===== src/rtl/quad_pkg.sv =====
// Shared types, Gray-code phase constants and transition classifier for the
// quadrature decoder.
package quad_pkg;

    typedef logic [1:0] quad_phase_t;

    typedef enum logic {QD_INIT, QD_TRACK} quad_fsm_t;

    typedef enum logic [1:0] {QD_NONE, QD_UP, QD_DOWN, QD_ILLEGAL} quad_dir_t;

    localparam quad_phase_t QD_S00 = 2'b00;
    localparam quad_phase_t QD_S10 = 2'b10;
    localparam quad_phase_t QD_S11 = 2'b11;
    localparam quad_phase_t QD_S01 = 2'b01;

    // Successor of a phase in the counting-up direction: 00 -> 10 -> 11 -> 01 -> 00.
    function automatic quad_phase_t quad_next_up(input quad_phase_t s);
        quad_phase_t n;
        case (s)
            QD_S00:  n = QD_S10;
            QD_S10:  n = QD_S11;
            QD_S11:  n = QD_S01;
            default: n = QD_S00;
        endcase
        return n;
    endfunction

    function automatic quad_dir_t quad_dir(input quad_phase_t old_s, input quad_phase_t new_s);
        quad_dir_t d;
        if (new_s == old_s)                    d = QD_NONE;
        else if (new_s == quad_next_up(old_s)) d = QD_UP;
        else if (old_s == quad_next_up(new_s)) d = QD_DOWN;
        else                                   d = QD_ILLEGAL;
        return d;
    endfunction

endpackage


===== src/rtl/quad_input_filter.sv =====
// Synchronises the two encoder phases and accepts a new phase value only after
// it has been stable for FILTER_LEN consecutive clocks.
module quad_input_filter
    import quad_pkg::*;
#(
    parameter int SYNC_STAGES = 2,
    parameter int FILTER_LEN  = 3
) (
    input  logic        clk,
    input  logic        rst,
    input  logic        track,
    input  logic        a_in,
    input  logic        b_in,
    output quad_phase_t sync_state,
    output quad_phase_t acc_state,
    output logic        accept
);

    localparam int CNT_W = $clog2(FILTER_LEN + 1);

    logic [SYNC_STAGES-1:0] a_sync;
    logic [SYNC_STAGES-1:0] b_sync;
    quad_phase_t            cand_q, cand_d;
    logic [CNT_W-1:0]       count_q, count_d;
    logic [CNT_W-1:0]       run_len;

    assign sync_state = {a_sync[SYNC_STAGES-1], b_sync[SYNC_STAGES-1]};

    // Before the first acceptance there is no meaningful accepted state, so any
    // stable value (including 00) qualifies.
    always_comb begin
        // NOTE: every combinational output gets a default first so no path leaves it unassigned (no latch).
        cand_d  = cand_q;
        count_d = count_q;
        run_len = '0;
        accept  = 1'b0;
        if (track && sync_state == acc_state) begin
            count_d = '0;
        end else begin
            cand_d  = sync_state;
            run_len = (sync_state == cand_q) ? count_q + CNT_W'(1) : CNT_W'(1);
            if (run_len >= CNT_W'(FILTER_LEN)) begin
                accept  = 1'b1;
                count_d = '0;
            end else begin
                count_d = run_len;
            end
        end
    end

    // NOTE: sequential state uses non-blocking assignments so every flop samples pre-edge values.
    always_ff @(posedge clk or posedge rst) begin
        if (rst) begin
            a_sync    <= '0;
            b_sync    <= '0;
            cand_q    <= QD_S00;
            count_q   <= '0;
            acc_state <= QD_S00;
        end else begin
            a_sync  <= {a_sync[SYNC_STAGES-2:0], a_in};
            b_sync  <= {b_sync[SYNC_STAGES-2:0], b_in};
            cand_q  <= cand_d;
            count_q <= count_d;
            if (accept) acc_state <= sync_state;
        end
    end

endmodule


===== src/rtl/quad_decoder.sv =====
// Quadrature decoder: filtered A/B phases drive an INIT/TRACK FSM that emits
// step/direction pulses, illegal-transition errors and a wrapping position.
module quad_decoder
    import quad_pkg::*;
#(
    parameter int WIDTH       = 4,
    parameter int SYNC_STAGES = 2,
    parameter int FILTER_LEN  = 3
) (
    input  logic             clk,
    input  logic             rst,
    input  logic             enable,
    input  logic             clr,
    input  logic             a_in,
    input  logic             b_in,
    output logic             step,
    output logic             up_down,
    output logic             err,
    output logic [WIDTH-1:0] pos
);

    quad_fsm_t        fsm_q, fsm_d;
    quad_phase_t      sync_state;
    quad_phase_t      acc_state;
    quad_dir_t        dir;
    logic             accept;
    logic             step_d, err_d, up_down_d;
    logic [WIDTH-1:0] pos_d;

    quad_input_filter #(
        .SYNC_STAGES(SYNC_STAGES),
        .FILTER_LEN (FILTER_LEN)
    ) u_filter (
        .clk       (clk),
        .rst       (rst),
        .track     (fsm_q == QD_TRACK),
        .a_in      (a_in),
        .b_in      (b_in),
        .sync_state(sync_state),
        .acc_state (acc_state),
        .accept    (accept)
    );

    assign dir = quad_dir(acc_state, sync_state);

    // Outputs are registered on the same edge that the filter accepts the new phase.
    always_comb begin
        fsm_d     = fsm_q;
        step_d    = 1'b0;
        err_d     = 1'b0;
        up_down_d = up_down;
        pos_d     = pos;
        if (accept) begin
            if (fsm_q == QD_INIT) begin
                fsm_d = QD_TRACK;
            end else if (enable) begin
                case (dir)
                    QD_UP: begin
                        step_d    = 1'b1;
                        up_down_d = 1'b1;
                        pos_d     = pos + WIDTH'(1);
                    end
                    QD_DOWN: begin
                        step_d    = 1'b1;
                        up_down_d = 1'b0;
                        pos_d     = pos - WIDTH'(1);
                    end
                    QD_ILLEGAL: err_d = 1'b1;
                    default: ;
                endcase
            end
        end
        if (clr) pos_d = '0;
    end

    always_ff @(posedge clk or posedge rst) begin
        if (rst) begin
            fsm_q   <= QD_INIT;
            step    <= 1'b0;
            err     <= 1'b0;
            up_down <= 1'b1;
            pos     <= '0;
        end else begin
            fsm_q   <= fsm_d;
            step    <= step_d;
            err     <= err_d;
            up_down <= up_down_d;
            pos     <= pos_d;
        end
    end

endmodule

===== config.mk =====
export PLATFORM = sky130hd
export DESIGN_NAME = quad_decoder
export DESIGN_NICKNAME = d
export VERILOG_FILES = /design/src/rtl/quad_pkg.sv /design/src/rtl/quad_input_filter.sv /design/src/rtl/quad_decoder.sv
export SDC_FILE = /design/constraint.sdc
export NUM_CORES = 1
export LEC_CHECK = 0
export BUFFER_PORTS_ARGS = -buffer_cell sky130_fd_sc_hd__buf_2
export CAP_MARGIN = 15
export CORE_ASPECT_RATIO = 1.1
export CORE_MARGIN = 10
export CORE_UTILIZATION = 49
export CTS_CLUSTER_SIZE = 14
export DETAILED_ROUTE_END_ITERATION = 7
export MAX_ROUTING_LAYER = met4
export PLACE_DENSITY = 0.7
export SETUP_SLACK_MARGIN = 0.2
export SYNTH_ARGS = -nofsm -noshare
export SYNTH_HDL_FRONTEND = slang
export SYNTH_HIERARCHICAL = 1
export SYNTH_SLANG_ARGS = --single-unit

===== constraint.sdc =====
create_clock -name clk -period 2.2 [get_ports clk]
set_clock_uncertainty 0.05 [all_clocks]
set_input_delay 0.44 -clock clk [delete_from_list [all_inputs] [get_ports clk]]
set_output_delay 0.44 -clock clk [all_outputs]
set_load 0.02 [all_outputs]

**After elaboration in Yosys (flattened, before gate mapping)**

Index checks and enable logic that the tools add are counted.

- Muxes and demuxes: 27
- $add $sub $neg: 3
- Reduce and logical (&&, ||, !) cells: 11
- Eq/ne operators: 11
- Magnitude comparators: 1

Operator list:

| cell | number |
|---|---|
| two-way mux 2 bit | 8 |
| two-way mux 4 bit | 4 |
| == test 2 bit, second input constant | 6 |
| one-hot mux 2 bit (3 select lines) | 2 |
| two-way mux 1 bit | 11 |
| == test 2 bit | 4 |
| one-hot mux 4 bit (2 select lines) | 1 |
| AND reduction 4 bit | 2 |
| nonzero test 2 bit | 4 |
| adder 4 x 1 -> 4 bit, second input constant | 1 |
| zero test 2 bit | 2 |
| subtractor 4 x 1 -> 4 bit, second input constant | 1 |
| nonzero test 3 bit | 1 |
| adder 2 x 1 -> 2 bit, second input constant | 1 |
| == test 2 x 1 -> 1 bit, second input constant | 1 |
| >= comparator 2 bit, second input constant | 1 |
| one-hot mux 1 bit (2 select lines) | 1 |
| OR reduction 2 bit | 1 |
| logical AND 1 bit | 1 |

- Output and inout port bits: 7
- Bits in registers: 18
- Logic and storage cells: 63

**Logic depth before layout (Yosys ltp)**

Gate-level depths: netlist of run 1.

- Depth in word-level cells: 16
- Gate-level depth with buffers: 12

**Hierarchy**

The synthesis of run 1 kept the hierarchy.

By module, submodules not included:

| module | times used | area each (um2) | sequential area each (um2) | cells an instance |
|---|---|---|---|---|
| quad_decoder | 1 | 521.8 | 201.4 | 54 |
| quad_input_filter | 1 | 399.1 | 250.2 | 28 |

**Worst setup path before layout of run 1**

OpenSTA, ideal clock, no wires.

- Path type: reg-to-reg
- From: reg u_filter.b_sync[1]
- To: reg pos[3]
- Cell stages (with the launch flop): 10
- Library setup time: 125 ps
- Clock period less this slack: 2,351 ps
- Data arrival time: 2,176 ps
- Path slack: -151 ps
- Required time: 2,025 ps
- Path through: dfrtp_1 > buf_4 > a21oi_1 > nor2_1 > a21o_1 > ha_1 > ha_1 > o211ai_1 > a211oi_2 > mux2_4

- Word-level cells in the longest chain between the ends: 14
- Elaborated cells between the ends (all ways): 28

Ends and longest elaborated chain:

| item | line | RTL |
|---|---|---|
| start: declaration | quad_input_filter.sv:22 | `logic [SYNC_STAGES-1:0] b_sync;` |
| start signal: assignment | quad_input_filter.sv:61 | `b_sync <= {b_sync[SYNC_STAGES-2:0], b_in};` |
| == test 2 bit or zero test 2 bit (tied branches) | quad_pkg.sv:19 | `case (s)` |
| one-hot mux 2 bit (3 select lines) | quad_pkg.sv:19 |  |
| two-way mux 2 bit | quad_pkg.sv:31 | `else if (new_s == quad_next_up(old_s)) d = QD_UP;` |
| two-way mux 2 bit | quad_pkg.sv:30 | `if (new_s == old_s) d = QD_NONE;` |
| == test 2 bit | quad_pkg.sv:32 | `else if (old_s == quad_next_up(new_s)) d = QD_DOWN;` |
| two-way mux 1 bit | quad_pkg.sv:32 |  |
| two-way mux 2 bit | quad_pkg.sv:31 |  |
| two-way mux 2 bit | quad_pkg.sv:30 |  |
| == test 2 bit or == test 2 x 1 -> 1 bit (tied branches) | quad_decoder.sv:57 | `case (dir)` |
| one-hot mux 4 bit (2 select lines) | quad_decoder.sv:57 |  |
| two-way mux 4 bit | quad_decoder.sv:56 | `end else if (enable) begin` |
| two-way mux 4 bit | quad_decoder.sv:54 | `if (fsm_q == QD_INIT) begin` |
| two-way mux 4 bit | quad_decoder.sv:53 | `if (accept) begin` |
| two-way mux 4 bit | quad_decoder.sv:73 | `if (clr) pos_d = '0;` |
| end signal: assignment | quad_decoder.sv:88 | `pos <= pos_d;` |
| end: declaration | quad_decoder.sv:19 | `output logic [WIDTH-1:0] pos` |

Several ways; a longest one is shown, not always the timed one. The select of a mux whose other input is x is not followed.
A chain may end at the register's enable or synchronous reset.

**Final worst setup path of run 1**

- From: reg u_filter.acc_state[0]
- To: reg pos[3]

- Word-level cells in the longest chain between the ends: 12
- Elaborated cells between the ends (all ways): 23

Ends and longest elaborated chain:

| item | line | RTL |
|---|---|---|
| start: declaration | quad_input_filter.sv:15 | `output quad_phase_t acc_state,` |
| start signal: assignment | quad_input_filter.sv:64 | `if (accept) acc_state <= sync_state;` |
| == test 2 bit or zero test 2 bit (tied branches) | quad_pkg.sv:19 |  |
| one-hot mux 2 bit (3 select lines) | quad_pkg.sv:19 |  |
| two-way mux 2 bit | quad_pkg.sv:30 |  |
| == test 2 bit | quad_pkg.sv:31 |  |
| two-way mux 2 bit | quad_pkg.sv:31 |  |
| two-way mux 2 bit | quad_pkg.sv:30 |  |
| == test 2 bit or == test 2 x 1 -> 1 bit (tied branches) | quad_decoder.sv:57 |  |
| one-hot mux 4 bit (2 select lines) | quad_decoder.sv:57 |  |
| two-way mux 4 bit | quad_decoder.sv:56 |  |
| two-way mux 4 bit | quad_decoder.sv:54 |  |
| two-way mux 4 bit | quad_decoder.sv:53 |  |
| two-way mux 4 bit | quad_decoder.sv:73 |  |

Several ways; a longest one is shown, not always the timed one. The select of a mux whose other input is x is not followed.

==> flow_metrics.py, run 1 <==
metrics = {
    "run_status": {
        "status": "finished clean",
    },
    "yosys": {
        "synth_top_family_by_area": "simple AND/OR/NAND/NOR gates",
        "avgSynthCellArea_sq_um": 11.2,
        "ys_ff_latch": 18,
        "syn_inst": 82,
        "yosys.area_share.simple_pct": 12.9,
        "synth_top_area_share_pct": 46.2,
        "ys.flop_type": "dfrtp_1",
        "muxShareOfSynthArea_pct": 10.9,
        "ys_types": 28,
        "synthAdderAreaFrac_pct": 8.15,
        "synth_compound_area_share_pct": 9.10,
        "syn-num-nets": 94,
        "async_flop_share_pct": 100,
        "yosysMostFrequentCell": "dfrtp_1",
        "synthTopCellsByCount": "dfrtp_1, nor2_1, ha_1, nand2_1, xnor2_1",
        "synth-edff-count": 0,
        "synth_xor_area_share_pct": 6.66,
        "netlist_area_sq_um": 921,
        "synthTopCellsByArea": "dfrtp_1, ha_1, mux2_2, xnor2_1, mux2i_1",
        "yosysSeqAreaShare_pct": 49.0,
        "synth_area_leader_cell": "dfrtp_1",
        "ys_warn_count": 6,
    },
    "floorplanning": {
        "die_h_microns": 65.5,
        "io_pins": 13,
        "core_sq_um": 1780,
        "rows": 16,
        "start_util_pct": 51.7,
        "die_w_microns": 61.3,
        "die_area_sq_um": 4020,
    },
    "timing": {
        "fmax_mhz": 473,
        "rsz0062_at_grt": "true",
        "hold_viol": 0,
        "fin_crit_ps": 2120,
        "tightestPinTransition_ps": 373,
        "setup_violations": 0,
        "timing.hold.ws_ps": 44.3,
        "maxSlewViolCount": 0,
        "relSlewSlack_pct": 75.1,
        "timing.final.crit_share_pct": 96.2,
    },
    "global_route": {
        "grt_overflow": 0,
        "grt_first_pass_wirelength_microns": 2820,
        "grt_max_degree": 11,
        "grt_pass1_vias": 690,
        "track_usage_pct": 9.29,
        "antenna_found_initial": 0,
    },
    "clock_tree": {
        "cts-root-buf": "clkbuf_4",
        "cts_tree": "done",
        "clk_latency_ps": 280,
        "ctsHtreeMaxLevel": 1,
        "path_clk_slew_ps": 100,
        "clockBufferDepth": 2,
        "cts_buffers": 3,
        "clock-sinks": 18,
        "postCtsHoldBufs": 0,
    },
    "flow_run": {
        "cap_violations": 0,
    },
    "power_and_ir_drop": {
        "p_total_mw": 1.09,
        "ir_drop_mv": 0.594,
        "leakage_nw": 0.598,
        "power.density_nw_per_um2": 898,
    },
    "worst_hold_path": {
        "min_path_type": "input port to asynchronous set/reset pin",
    },
    "setup_path": {
        "arrival_ps": 2250,
        "worstReg2RegStart": "u_filter/acc_state[0]$_DFFE_PP0P_",
        "crit_path_end_kind": "flip-flop",
        "worstSetupStartpointType": "flip-flop",
        "crit_start": "u_filter/acc_state[0]$_DFFE_PP0P_",
        "cp_max_fo": 7,
        "worst-setup-path-type": "flip-flop to flip-flop",
        "cp.required_ps": 2330,
    },
    "route": {
        "via_per_inst": 5.11,
        "drt_first_pass_iters": 4,
        "vias": 639,
        "wirelength_microns": 1670,
        "drtAntennaViolNets": 0,
        "drc": 0,
        "drtIter0Drc": 7,
        "wl_per_cell_microns": 13.4,
    },
    "cells_and_area": {
        "nNetsFinal": 120,
        "fill_cells": 139,
        "final_cell_area_sq_um": 1210,
        "drive_gt1_share_pct": 51.4,
        "fin_util_pct": 67.9,
        "antenna_cells": 0,
        "area_growth_pct": 31.4,
    },
    "place": {
        "place_congestion": 0.790,
        "dpl-instance-area_sq_um": 1050,
        "dp_hpwl_microns": 1260,
        "port_buffers": 12,
    },
}
-- layer usage --
layer  GRT usage (%)  share of wire, %  vias to the layer above  routed length, microns
met4            4.75              0.84                        0                      14
li1                -                 -                      325                       -
met1            9.31                42                      302                     698
met2            16.3                53                       10                     886
met3            1.92               4.3                        2                      72
met5               -                 0                        -                       0
-- path summary, 6_finish.rpt --
kind,depth (start not counted),slack (ps),end
hold reg to reg,0,310,u_filter/b_sync[1]$_DFF_PP0_
max in group asynchronous,2,1740,u_filter/acc_state[0]$_DFFE_PP0P_
setup reg to reg,8,80,pos[3]$_DFFE_PP0P_
setup / recovery,8,80,pos[3]$_DFFE_PP0P_
min in group clk,1,200,u_filter/a_sync[0]$_DFF_PP0_
hold / removal,2,40,step$_DFF_PP0_
-- final cells by class --
| class | count | area (sq um) | share of cell area (%) |
|---|---|---|---|
| timing repair buffer | 23 | 146 | 12.1 |
| inverter | 4 | 15.0 | 1.24 |
| clock buffer | 4 | 36.3 | 3.00 |
| sequential | 18 | 455 | 37.6 |
| multi-input combinational | 58 | 534 | 44.2 |
| tap | 18 | 22.5 | 1.86 |
-- flip-flops by register name (all words and copies together) (netlist names) --
signal / flops
u_filter/acc_state: 2
fsm_q: 1
pos: 4
err: 1
u_filter/count_q: 2
up_down: 1
u_filter/cand_q: 2
u_filter/a_sync: 2
step: 1
u_filter/b_sync: 2
-- what timing repair did --
action | CTS | global route
setup endpoints to repair | 4 | 4
pin swaps | 9 | 4
resized for setup | 8 | 6
setup buffers | 7 | 1
-- logic make-up (layout without fill, tap and decap cells) --
kind of cell / Yosys count / after routing
XOR/XNOR: 7 / 7
buffers and inverters: 6 / 31
flip-flops: 18 / 18
multiplexers: 9 / 9
AND/OR/NAND/NOR: 23 / 23
adder cells (fa/ha/maj): 6 / 6
AO/OA/AOI/OAI: 13 / 13
-- through the flow --
stage / TNS (ps) / setup slack (ps) / cells
floorplan: 0 / 43.2 / 82
global placement: 0 / 13.7 / 113
detailed placement: -9.99 / -9.99 / 113
CTS: 0 / 33.5 / 124
global route: -47.6 / -24.4 / 125
finish: 0 / 84.7 / 125
-- power breakdown --
part / leakage, nW / total (mW) / internal, mW / switching [mW]
combinational: 0.354 / 0.437 / 0.236 / 0.201
clock: 0.0210 / 0.196 / 0.101 / 0.0952
sequential: 0.223 / 0.453 / 0.387 / 0.0668
-- worst max-delay path, cell delays in order, from the launching register on --
cell and delay, ps:
dfrtp_2 480, nor2b_4 150, o21ai_2 120, o21ai_2 110
ha_4 190, ha_4 270, o211ai_1 100, a211oi_2 230
mux2_4 320
-- cell usage in the layout (no fill, tap or decap), types with 2 or more instances in the layout --
| cell type | instances |
|---|---|
| nand2_1 | 6 |
| buf_4 | 10 |
| xnor2_1 | 2 |
| nor2_1 | 7 |
| dfrtp_1 | 14 |
| buf_2 | 12 |
| ha_1 | 4 |
| o21ai_1 | 2 |
| inv_1 | 4 |
| ha_4 | 2 |
| xnor2_2 | 3 |
| mux2_2 | 4 |
| o21ai_2 | 3 |
| clkbuf_4 | 3 |
| mux2i_1 | 4 |
| a21oi_2 | 2 |
| dfrtp_2 | 3 |
(Power assumes the default switching activity.)
==> inputs of run 2 (changes only) <==
- CORE_UTILIZATION: 49 -> 52
- CTS_BUF_LIST: not set -> sky130_fd_sc_hd__clkbuf_2
- MAX_ROUTING_LAYER: met4 -> not set
- PLACE_DENSITY: 0.7 -> 0.73
==> run 2 against run 1 <==
Die area decreased by 4.0%. Fmax decreased by 2.6%. Sequential power about the same. Core utilization increased by 4.7 points. Largest power group unchanged. Global-route usage increased by 0.40 points.
==> flow_metrics.py, run 2 (synthesis results as in run 1) <==
metrics = {
    "setup_path": {
        "worstSetupStartpointType": "flip-flop",
        "arrival_ps": 2340,
        "worst-setup-path-type": "flip-flop to flip-flop",
        "crit_start": "u_filter/acc_state[0]$_DFFE_PP0P_",
        "cp_max_fo": 7,
        "crit_path_end_kind": "flip-flop",
        "cp.required_ps": 2370,
        "worstReg2RegStart": "u_filter/acc_state[0]$_DFFE_PP0P_",
    },
    "cells_and_area": {
        "antenna_cells": 0,
        "final_cell_mix": "dfrtp_1, buf_2, buf_4",
        "drive_gt1_share_pct": 48.6,
        "largest_register_ffs": 4,
        "nNetsFinal": 120,
        "fill_cells": 120,
        "area_growth_pct": 27.2,
        "layout_commonest_cell": "dfrtp_1",
        "regMostFlops": "pos",
    },
    "worst_hold_path": {
        "min_path_type": "input port to flip-flop",
        "hp-start": "b_in",
    },
    "route": {
        "wl_per_cell_microns": 13.9,
        "drt_first_pass_iters": 4,
        "drtIter0Drc": 8,
        "wirelength_microns": 1730,
        "via_per_inst": 5.25,
        "drtAntennaViolNets": 0,
        "vias": 651,
        "drc": 0,
    },
    "clock_tree": {
        "clk_latency_ps": 310,
        "cts_tree": "done",
        "clockBufferDepth": 2,
        "ctsHtreeMaxLevel": 1,
        "cts-root-buf": "clkbuf_2",
        "clock-sinks": 18,
        "cts_buffers": 3,
        "path_clk_slew_ps": 160,
    },
    "timing": {
        "fmax_mhz": 461,
        "setup_violations": 0,
        "timing.final.crit_share_pct": 98.7,
        "hold_viol": 0,
        "timing.hold.ws_ps": 172,
        "relSlewSlack_pct": 76.7,
        "maxSlewViolCount": 0,
        "fin_crit_ps": 2170,
        "tightestPinTransition_ps": 348,
        "rsz0062_at_grt": "true",
    },
    "power_and_ir_drop": {
        "p_total_mw": 1.03,
        "power.density_nw_per_um2": 884,
        "leakage_nw": 0.581,
        "ir_drop_mv": 0.688,
    },
    "floorplanning": {
        "die_h_microns": 64.1,
        "rows": 15,
        "die_w_microns": 60.1,
        "die_area_sq_um": 3860,
        "core_sq_um": 1610,
        "io_pins": 13,
        "start_util_pct": 57.1,
    },
    "place": {
        "place_congestion": 0.778,
        "port_buffers": 12,
        "dp_hpwl_microns": 1340,
    },
    "global_route": {
        "grt_overflow": 0,
        "grt_max_degree": 11,
        "antenna_found_initial": 0,
        "track_usage_pct": 9.69,
        "grt_pass1_vias": 671,
        "grt_first_pass_wirelength_microns": 2880,
    },
    "flow_run": {
        "cap_violations": 0,
    },
    "run_status": {
        "status": "finished clean",
    },
}
==> run 2: power breakdown <==
| part | total [mW] | internal [mW] | leakage, nW | switching, mW |
|---|---|---|---|---|
| Clock | 0.148 | 0.0481 | 0.0166 | 0.0998 |
| Sequential | 0.451 | 0.387 | 0.223 | 0.0646 |
| Combinational | 0.436 | 0.232 | 0.341 | 0.203 |
==> run 2: final timing paths <==
kind / to / slack, ps / depth (start not counted)
setup / recovery: pos[3]$_DFFE_PP0P_ / 30 / 8
hold / removal: u_filter/b_sync[0]$_DFF_PP0_ / 170 / 1
setup reg to reg: pos[3]$_DFFE_PP0P_ / 30 / 8
hold reg to reg: u_filter/b_sync[1]$_DFF_PP0_ / 320 / 0
max in group asynchronous: u_filter/acc_state[0]$_DFFE_PP0P_ / 1260 / 3
min in group asynchronous: step$_DFF_PP0_ / 550 / 3
==> run 2: critical path, cell delays in order (launching register included) <==
cell and delay [ps]:
dfrtp_2 490, nor2b_1 150, o21ai_1 150, o21ai_2 120, ha_4 190, ha_4 270, o211ai_1 110, a211oi_2 240
mux2_4 310
==> run 2: layout make-up <==
class	instances	area [sq um]	area share, %
clock buffer	4	20.0	1.71
inverter	4	15.0	1.28
multi-input combinational	58	510	43.6
sequential	18	455	38.9
tap	17	21.3	1.82
timing repair buffer	23	149	12.7
==> run 2: through the flow <==
| step | TNS [ps] | utilization (%) | std cells | worst slack [ps] | cell area (sq um) |
|---|---|---|---|---|---|
| finish | 0 | 72.6 | 124 | 28.8 | 1170 |
| global route | -153 | 72.6 | 124 | -76.6 | 1170 |
| CTS | 0 | 70.1 | 122 | 39.1 | 1130 |
| detailed placement | -40.4 | 66.0 | 114 | -30.7 | 1060 |
| global placement | 0 | 66.0 | 114 | 21.5 | 1060 |
| floorplan | 0 | - | 82 | 43.2 | 968 |
==> run 2: what timing repair did <==
item / CTS / global route
setup buffers: 3 / 2
gates resized for setup: 6 / 6
endpoints found under the setup margin: 3 / 4
pin swaps: 4 / 5
hold endpoints to repair: 7 / 0
hold buffers: 1 / 0
==> run 2: routing by layer <==
layer | vias to the layer above | GRT usage [%] | wire length, microns
met5 | - | 0 | 0
met4 | 0 | 3.37 | 38
met3 | 5 | 5.14 | 139
met2 | 13 | 17.0 | 894
met1 | 308 | 9.18 | 653
li1 | 325 | - | -
==> inputs of run 3 (changes only) <==
--- a/config.mk
+++ b/config.mk
@@ -10,9 +10,9 @@
 export CORE_ASPECT_RATIO = 1.1
 export CORE_MARGIN = 10
-export CORE_UTILIZATION = 52
+export CORE_UTILIZATION = 55
 export CTS_BUF_LIST = sky130_fd_sc_hd__clkbuf_2
 export CTS_CLUSTER_SIZE = 14
 export DETAILED_ROUTE_END_ITERATION = 7
-export PLACE_DENSITY = 0.73
+export PLACE_DENSITY = 0.74
 export SETUP_SLACK_MARGIN = 0.2
 export SYNTH_ARGS = -nofsm -noshare
==> constraint.sdc (replaced) <==
create_clock -name clk -period 2.63 [get_ports clk]
set_clock_uncertainty 0.05 [all_clocks]
set_input_delay 0.1315 -clock clk [delete_from_list [all_inputs] [get_ports clk]]
set_output_delay 0.1315 -clock clk [all_outputs]
set_load 0.02 [all_outputs]
==> run 3 against run 2 <==
Final area decreased by 8.0%. Flip-flop and latch count unchanged. Largest cell class unchanged. Hold slack improved by 41 ps. Critical path depth increased by 2. Critical endpoint unchanged. Clock power decreased by 20%. Sequential share of layout area increased by 3.4 points. First-iteration DRC count increased by 13%. Via count decreased by 4.5%. Combinational power decreased by 37%. Worst setup slack improved by 320 ps. Critical path type unchanged.
==> flow_metrics.py, run 3 (synthesis results as in run 1) <==
metrics = {
    "timing": {
        "tightestPinTransition_ps": 351,
        "setup_violations": 0,
        "maxSlewViolCount": 0,
        "relSlewSlack_pct": 76.6,
        "timing.final.crit_share_pct": 86.6,
        "fin_crit_ps": 2280,
        "hold_viol": 0,
        "fin_setup_tns_ps": 0,
        "rsz0062_at_grt": "false",
        "fmax_mhz": 439,
        "timing.hold.ws_ps": 212,
        "layout_setup_ws_ps": 352,
    },
    "setup_path": {
        "cpPeakStageDelay_ps": 480,
        "worstSetupStartpointType": "flip-flop",
        "crit_top_cell": "nor2_1",
        "crit_start": "u_filter/acc_state[0]$_DFFE_PP0P_",
        "crit_path_end_kind": "flip-flop",
        "arrival_ps": 2420,
        "cp_slowest_cell": "dfrtp_2",
        "r2r_cells": 10,
        "cp.required_ps": 2780,
        "worstPathCellList": "nor2_1 -> a21oi_1 -> nor2_1 -> a21o_1 -> ha_2 -> ha_4 -> nand2_1 -> o21ai_1 -> a211oi_2 -> mux2_4",
        "cp.depth": 10,
        "worst-setup-path-type": "flip-flop to flip-flop",
        "rr_endpoint": "pos[3]$_DFFE_PP0P_",
        "crit_buf_inv": 0,
        "cp_max_fo": 8,
        "reg2reg_slack_ps": 350,
        "worstReg2RegStart": "u_filter/acc_state[0]$_DFFE_PP0P_",
        "cp_top_family": "adder cells",
    },
    "clock_tree": {
        "path_clk_slew_ps": 160,
        "clockBufferDepth": 2,
        "cts_tree": "done",
        "clock-sinks": 18,
        "cts_buffers": 3,
        "ctsHtreeMaxLevel": 1,
        "clk_latency_ps": 290,
        "cts-root-buf": "clkbuf_2",
    },
    "cells_and_area": {
        "fill_cells": 116,
        "seq_area_sq_um": 455,
        "area_growth_pct": 17.0,
        "layout_commonest_cell": "dfrtp_1",
        "regMostFlops": "pos",
        "drive_gt1_share_pct": 33.7,
        "final_cell_area_sq_um": 1080,
        "stdcell_count": 118,
        "fin_util_pct": 68.3,
        "multi_input_area_sq_um": 458,
        "nNetsFinal": 114,
        "final_cell_mix": "dfrtp_1, buf_2, nor2_1",
        "largest_register_ffs": 4,
        "antenna_cells": 0,
    },
    "power_and_ir_drop": {
        "ir_drop_mv": 0.558,
        "p_total_mw": 0.766,
        "power.density_nw_per_um2": 711,
        "leakage_nw": 0.540,
    },
    "place": {
        "port_buffers": 12,
        "place_congestion": 0.874,
        "placed_cells": 109,
        "dp_slack_ps": 163,
        "dp_hpwl_microns": 1200,
        "dpl-instance-area_sq_um": 987,
    },
    "worst_hold_path": {
        "hold_depth": 3,
        "holdPathEnd": "err$_DFF_PP0_",
        "hp-start": "enable",
        "min_path_type": "input port to flip-flop",
    },
    "run_status": {
        "status": "finished clean",
    },
    "flow_run": {
        "cap_violations": 0,
    },
    "floorplanning": {
        "rows": 15,
        "die_w_microns": 59.0,
        "die_h_microns": 62.9,
        "io_pins": 13,
        "die_area_sq_um": 3710,
        "start_util_pct": 58.4,
        "core_sq_um": 1580,
    },
    "route": {
        "via_per_inst": 5.27,
        "drc": 0,
        "drtIter0Drc": 9,
        "vias": 622,
        "drt_first_pass_iters": 4,
        "wirelength_microns": 1510,
        "drtAntennaViolNets": 0,
        "wl_per_cell_microns": 12.8,
    },
    "global_route": {
        "track_usage_pct": 8.53,
        "grt_first_pass_wirelength_microns": 2640,
        "grt_overflow": 0,
        "grt_pass1_vias": 644,
        "antenna_found_initial": 0,
        "grt_max_degree": 11,
    },
}
run 3: worst reg2reg max path: cells and delay by family (launching register included):
| family | cells | cell delay [ps] |
|---|---|---|
| adder cells (fa/ha/maj) | 2 | 500 |
| multiplexers | 1 | 320 |
| flip-flops | 1 | 480 |
| AO/OA/AOI/OAI | 4 | 470 |
| AND/OR/NAND/NOR | 3 | 350 |
run 3: power by group:
| part | internal (mW) | switching (mW) |
|---|---|---|
| registers | 0.323 | 0.0484 |
| clock network | 0.0403 | 0.0779 |
| logic | 0.142 | 0.134 |
run 3: metal layers:
layer,vias to the layer above,global-route usage [%],share of wire [%]
met5,-,0,0
met4,0,3.45,1.4
met3,4,2.85,5.5
met2,11,14.6,51
met1,293,9.09,43
li1,314,-,-
run 3: repair_timing:
action,in CTS,in global routing
buffers inserted,0,1
hold buffers,4,0
endpoints found under the hold margin,23,0
endpoints found under the setup margin,1,1
gates resized for setup,2,5
run 3: worst max-delay path by stage:
stage / to / slack (ps)
floorplan: pos[3]$_DFFE_PP0P_ / 280
global placement: pos[3]$_DFFE_PP0P_ / 260
detailed placement: pos[3]$_DFFE_PP0P_ / 160
CTS: pos[3]$_DFFE_PP0P_ / 240
global route: pos[3]$_DFFE_PP0P_ / 220
finish: pos[3]$_DFFE_PP0P_ / 350
run 3: area by class of cell:
class | instances | share of cell area, %
multi-input cells | 58 | 42.5
inverters | 4 | 1.39
repair buffers | 17 | 9.99
clock buffers | 4 | 1.86
flip-flops and latches | 18 | 42.3
well taps | 17 | 1.97
